<file path="config.mk">
export PLATFORM = sky130hd
export DESIGN_NAME = fpu_mmap_responder
export DESIGN_NICKNAME = d
export VERILOG_FILES = /design/src/rtl/fpu_mmap_responder.sv
export SDC_FILE = /design/constraint.sdc
export NUM_CORES = 1
export LEC_CHECK = 0
export CAP_MARGIN = 10
export CORE_UTILIZATION = 65
export DETAILED_ROUTE_END_ITERATION = 8
export GPL_TIMING_DRIVEN = 0
export PLACE_DENSITY = 0.87
export SLEW_MARGIN = 10
export SYNTH_ARGS = -nofsm -noshare
export SYNTH_HDL_FRONTEND = slang
export SYNTH_SLANG_ARGS = --single-unit
export TNS_END_PERCENT = 5
</file>
<file path="constraint.sdc">
create_clock -name clk -period 4.27 [get_ports clk]
set_input_delay 0.854 -clock clk [delete_from_list [all_inputs] [get_ports clk]]
set_output_delay 0.854 -clock clk [all_outputs]
set_load 0.01 [all_outputs]
</file>
<file path="src/rtl/fpu_mmap_responder.sv">
// fpu_mmap_responder
//   Memory-mapped register window that the FPU reads and the CPU writes.
//   FPU reads go through a three-state handshake (IDLE -> LOOKUP -> RESPOND).
//   The response is a registered one-cycle strobe that appears on the second
//   rising edge after the request is sampled in IDLE.
//   CPU stores update the register file on the next edge, in any state.
//   A store that hits the index being looked up is forwarded into the response.
//
// Optional feature: define FPU_MMAP_ERR_CNT_EN to build a saturating count of
//   bad FPU addresses. Without it, err_count is tied to 0.
//
// Ports
//   clk, rst_n            clock, async active-low reset
//   mapped_data_request   FPU read request (held until response)
//   mapped_address        FPU byte address
//   mapped_data           read data (0 unless mapped_data_valid)
//   mapped_data_valid     one-cycle response strobe
//   mapped_err            one-cycle bad-address flag, coincident with valid
//   err_count             count of bad FPU addresses
//   cpu_wr_en/addr/data   CPU store port
module fpu_mmap_responder #(
  parameter logic [31:0] BASE_ADDR = 32'h0000_1000,
  parameter int          NUM_REGS  = 16
) (
  input  logic        clk,
  input  logic        rst_n,
  input  logic        mapped_data_request,
  input  logic [31:0] mapped_address,
  output logic [31:0] mapped_data,
  output logic        mapped_data_valid,
  input  logic        cpu_wr_en,
  input  logic [31:0] cpu_addr,
  input  logic [31:0] cpu_wr_data,
  output logic        mapped_err,
  output logic [7:0]  err_count
);

  localparam int          IW   = (NUM_REGS > 1) ? $clog2(NUM_REGS) : 1;
  localparam logic [32:0] SPAN = 33'(4 * NUM_REGS);

  typedef enum logic [1:0] {IDLE, LOOKUP, RESPOND} state_t;

  state_t state, state_nxt;
  logic   latch_en, lookup_en, respond_en;

  logic [NUM_REGS-1:0][31:0] regs;
  logic [31:0]               addr_q;
  logic [31:0]               look_data;
  logic                      look_err;

  // Returns {bad, index}. The subtraction is done 33 bits wide, so an
  // address below the base wraps to a huge offset and fails the span test.
  function automatic logic [IW:0] decode(input logic [31:0] a);
    logic [32:0] off;
    logic [IW:0] r;
    off       = {1'b0, a} - {1'b0, BASE_ADDR};
    r[IW]     = (off >= SPAN) | (a[1:0] != 2'b00);
    r[IW-1:0] = off[IW+1:2];
    return r;
  endfunction

  logic [IW:0] cw, rd;
  assign cw = decode(cpu_addr);
  assign rd = decode(addr_q);

  logic cpu_hit;
  assign cpu_hit = cpu_wr_en & ~cw[IW];

  // state register
  always_ff @(posedge clk or negedge rst_n) begin
    if (!rst_n) state <= IDLE;
    else        state <= state_nxt;
  end

  // next state and per-state strobes
  always_comb begin
    state_nxt  = state;
    latch_en   = 1'b0;
    lookup_en  = 1'b0;
    respond_en = 1'b0;
    case (state)
      IDLE: if (mapped_data_request) begin
        latch_en  = 1'b1;
        state_nxt = LOOKUP;
      end
      LOOKUP: begin
        lookup_en = 1'b1;
        state_nxt = RESPOND;
      end
      RESPOND: begin
        respond_en = 1'b1;
        state_nxt  = IDLE;
      end
      default: state_nxt = IDLE;
    endcase
  end

  // register file
  always_ff @(posedge clk or negedge rst_n) begin
    if (!rst_n) regs <= '0;
    else if (cpu_hit) regs[cw[IW-1:0]] <= cpu_wr_data;
  end

  // request latch and lookup; a same-index store in LOOKUP wins (write-first)
  always_ff @(posedge clk or negedge rst_n) begin
    if (!rst_n) begin
      addr_q    <= '0;
      look_data <= '0;
      look_err  <= 1'b0;
    end else begin
      if (latch_en) addr_q <= mapped_address;
      if (lookup_en) begin
        look_err <= rd[IW];
        if (rd[IW])
          look_data <= '0;
        else if (cpu_hit && cw[IW-1:0] == rd[IW-1:0])
          look_data <= cpu_wr_data;
        else
          look_data <= regs[rd[IW-1:0]];
      end
    end
  end

  // Output stage is loaded while leaving RESPOND. A store made during
  // RESPOND cannot reach look_data, so the captured response is kept.
  always_ff @(posedge clk or negedge rst_n) begin
    if (!rst_n) begin
      mapped_data_valid <= 1'b0;
      mapped_data       <= '0;
      mapped_err        <= 1'b0;
    end else begin
      mapped_data_valid <= respond_en;
      mapped_data       <= respond_en ? look_data : 32'h0;
      mapped_err        <= respond_en & look_err;
    end
  end

`ifdef FPU_MMAP_ERR_CNT_EN
  always_ff @(posedge clk or negedge rst_n) begin
    if (!rst_n)                              err_count <= 8'h00;
    else if (mapped_err && err_count != 8'hFF) err_count <= err_count + 8'h01;
  end
`else
  assign err_count = 8'h00;
`endif

endmodule

</file>
==> flow_metrics.tcl, run 1 <==
set metrics [dict create \
    fp.dieW_um 208 \
    yosysWarnings 0 \
    routed_via_density 6.42 \
    cellLeakagePower_nw 15.4 \
    period_minus_slack_ns 3.98 \
    dieArea_um2 43400 \
    crit_path_max_fanout 10 \
    layout_common_cells "dfrtp_1 (613), mux2_2 (493), mux4_2 (160)" \
    synth.area.top_cells "dfrtp_1 (55%), mux2_2 (20%), mux4_2 (13%), mux2_4 (1.6%), mux2i_1 (1.2%)" \
    yosys.cell_types.count 56 \
    numCtsBuffers 61 \
    grt_pass1_vias 17700 \
    path_class "in2reg" \
    clk_pin_slew_worst_paths_ns 0.06 \
    cp.arrival_ns 4.48 \
    ir_drop_v 0.000310 \
    rsz0062_at_grt "false" \
    rows 75 \
    initial_core_util_pct 66.0 \
    synth_ff_type "dfrtp_1" \
    grt_overflow 0 \
    hold_class "in2async" \
    status "complete, no violations" \
    worstMarginPinSlew_ns 1.15 \
    cp-end-kind "flip-flop" \
    synthCells 1748 \
    clk_latency_ns 0.63 \
    pre_cts_ws_ns -0.497 \
    final.period_utilization_pct 93.2 \
    ys_seq_elements 613 \
    seq_area_frac_synth_pct 55.4 \
    gp_congestion 0.890 \
    synth_area_um2 27700 \
    clock_tree.htree_level_count 2 \
    max_freq_ghz 0.251 \
    portBuffers 133 \
    cts_tree "yes" \
    start_kind "primary input" \
    finalMaxSlewViolations 0 \
    regArea_um2 15300 \
    drt_pre_antenna_iters 7 \
    pin_count 142 \
    drive_above_1_share_pct 42.2 \
    wl_per_cell_um 25.6 \
    fin_ws_ns 0.289 \
    dp.cells 2433 \
    place_area_um2 29900 \
    initialDrtViolationCount 1341 \
    postCtsHoldBufs 0 \
    cap_violations 0 \
    relSlewSlack_pct 23.4 \
    grt_pass1_wl_mm 104 \
    final_common_cell "dfrtp_1" \
    synth_top_area_share_pct 55.4 \
    cts.root.buffer_cell "clkbuf_16" \
    synth_top_area_cell "dfrtp_1" \
    antenna_left 0 \
    synth_edf_count 0 \
    postCtsSetupRepairBufs 0 \
    final_cell_count_no_fill 2547 \
    setup_viol 0 \
    p_per_area_nw_per_um2 402 \
    core_um2 41900 \
    die_h_um 208 \
    globalRouteTotalUtil_pct 31.4 \
    dpl.hpwl_mm 42.2 \
    synth.avg_cell_area_um2 15.8 \
    finClkSkew_ns 0.0131 \
    syn_to_final_growth_pct 15.3 \
    clock_path_buffers 3 \
    vias 16300 \
    cts.sinks 613 \
    cts_resized 0 \
    hold_violations 0 \
    worstPathRequired_ns 4.77 \
    layout.nets 2060 \
    fin_area_um2 31900 \
    antenna_found_initial 1 \
    async_flop_share_pct 100 \
    multi_input_area_um2 11700 \
    grt_max_degree 119 \
    fillCellCount 2396 \
    wirelength_mm 65.1 \
    drc_errors 0 \
]
-- cell type report --
type / count / share of cell area (%)
flip-flops and latches: 613 / 48.0
multi-input cells: 989 / 36.6
clock buffers: 99 / 5.86
repair buffers: 139 / 4.64
plain buffers: 147 / 2.16
well taps: 539 / 2.11
clock inverters: 14 / 0.490
inverters: 6 / 0.0705
diodes: 1 / 0.00784
-- per-stage QoR --
| step | total power [W] | util (%) | hold slack, ns | setup TNS, ns |
|---|---|---|---|---|
| 6_report | 0.0128 | 76.1 | 0.201 | 0 |
| 5_1_grt | 0.0132 | 76.1 | 0.262 | 0 |
| 4_1_cts | 0.0129 | 76.1 | 0.240 | 0 |
| 3_5_place_dp | 0.00751 | 71.2 | 0.463 | -46.03 |
| 3_3_place_gp | 0.00747 | 70.9 | 0.455 | - |
| 2_1_floorplan | 0.00688 | - | 0.442 | 0 |
-- flip-flops by register name, summed over array words and instances, names as in the netlist --
signal	count
mapped_data_valid	1
mapped_data	32
look_err	1
look_data	32
mapped_err	1
addr_q	32
state	2
regs	512
-- path summary, 6_finish.rpt --
check | startpoint | end | slack, ns | depth (start not counted)
max in group asynchronous | rst_n | regs[362] | 2.10 | 4
min in group clk | look_data[31] | look_data[31] | 0.47 | 2
worst max-delay path | cpu_addr[13] | regs[477] | 0.29 | 12
worst max register to register | addr_q[2] | look_data[11] | 0.85 | 10
worst min-delay path | rst_n | addr_q[25] | 0.20 | 1
worst min register to register | look_data[31] | look_data[31] | 0.47 | 2
-- cells in the mapped netlist (all sizes together) (4+ instances only) --
master	number
buf	70
nand3b	4
clkbuf	77
xnor2	9
o21ai	36
nor3	6
and2	38
nor2	14
or4	6
nor4b	6
nor2b	7
nand4	15
inv	6
mux4	160
nand2	50
nor4	13
mux2i	32
dfrtp	613
mux2	542
-- report_power, final --
group | internal, W | total (W) | switching [W] | leakage (nW)
combinational | 0.000561 | 0.00146 | 0.000902 | 5.92
clock | 0.00316 | 0.00542 | 0.00226 | 1.00
sequential | 0.00589 | 0.00595 | 0.0000559 | 8.49
-- kinds of logic (layout without fill, tap and decap cells) --
| family | count (synthesis) | after routing | share of synthesized area [%] |
|---|---|---|---|
| compound gates | 53 | 53 | 1.15 |
| xor+xnor | 12 | 12 | 0.380 |
| fa+ha+maj | 3 | 3 | 0.136 |
| buf+inv | 153 | 405 | 2.54 |
| flops | 613 | 613 | 55.4 |
| mux | 734 | 734 | 36.6 |
| other cells | 1 | 9 | 0.0135 |
| simple gates | 179 | 179 | 3.77 |
-- routing by layer --
layer / GRT usage [%] / up-vias / wire, um
met5: 0 / - / 0
met4: 8.74 / 0 / 1600
met3: 7.23 / 117 / 4560
met2: 50.6 / 595 / 32100
met1: 43.4 / 8757 / 26900
li1: - / 6880 / -
-- critical path, cell delays in order --
cell and delay, ns:
clkdlybuf4s50_1 0.63, inv_1 0.12, ha_1 0.27, o21ba_2 0.30
nor4bb_1 0.07, o32ai_1 0.28, and4_1 0.26, nand2_1 0.10
buf_6 0.16, nor2_1 0.56, buf_2 0.47, mux2_2 0.39
Note: power is estimated with default switching activity, not from simulation.
==> inputs of run 2 (changes only) <==
--- a/config.mk
+++ b/config.mk
@@ -9,6 +9,7 @@
 export CORE_UTILIZATION = 65
 export DETAILED_ROUTE_END_ITERATION = 8
 export GPL_TIMING_DRIVEN = 0
+export HOLD_SLACK_MARGIN = 0.05
 export PLACE_DENSITY = 0.87
 export SLEW_MARGIN = 10
 export SYNTH_ARGS = -nofsm -noshare
==> results of run 2 <==
Same layout as run 1: the final DEF is identical, and so are final timing and power.
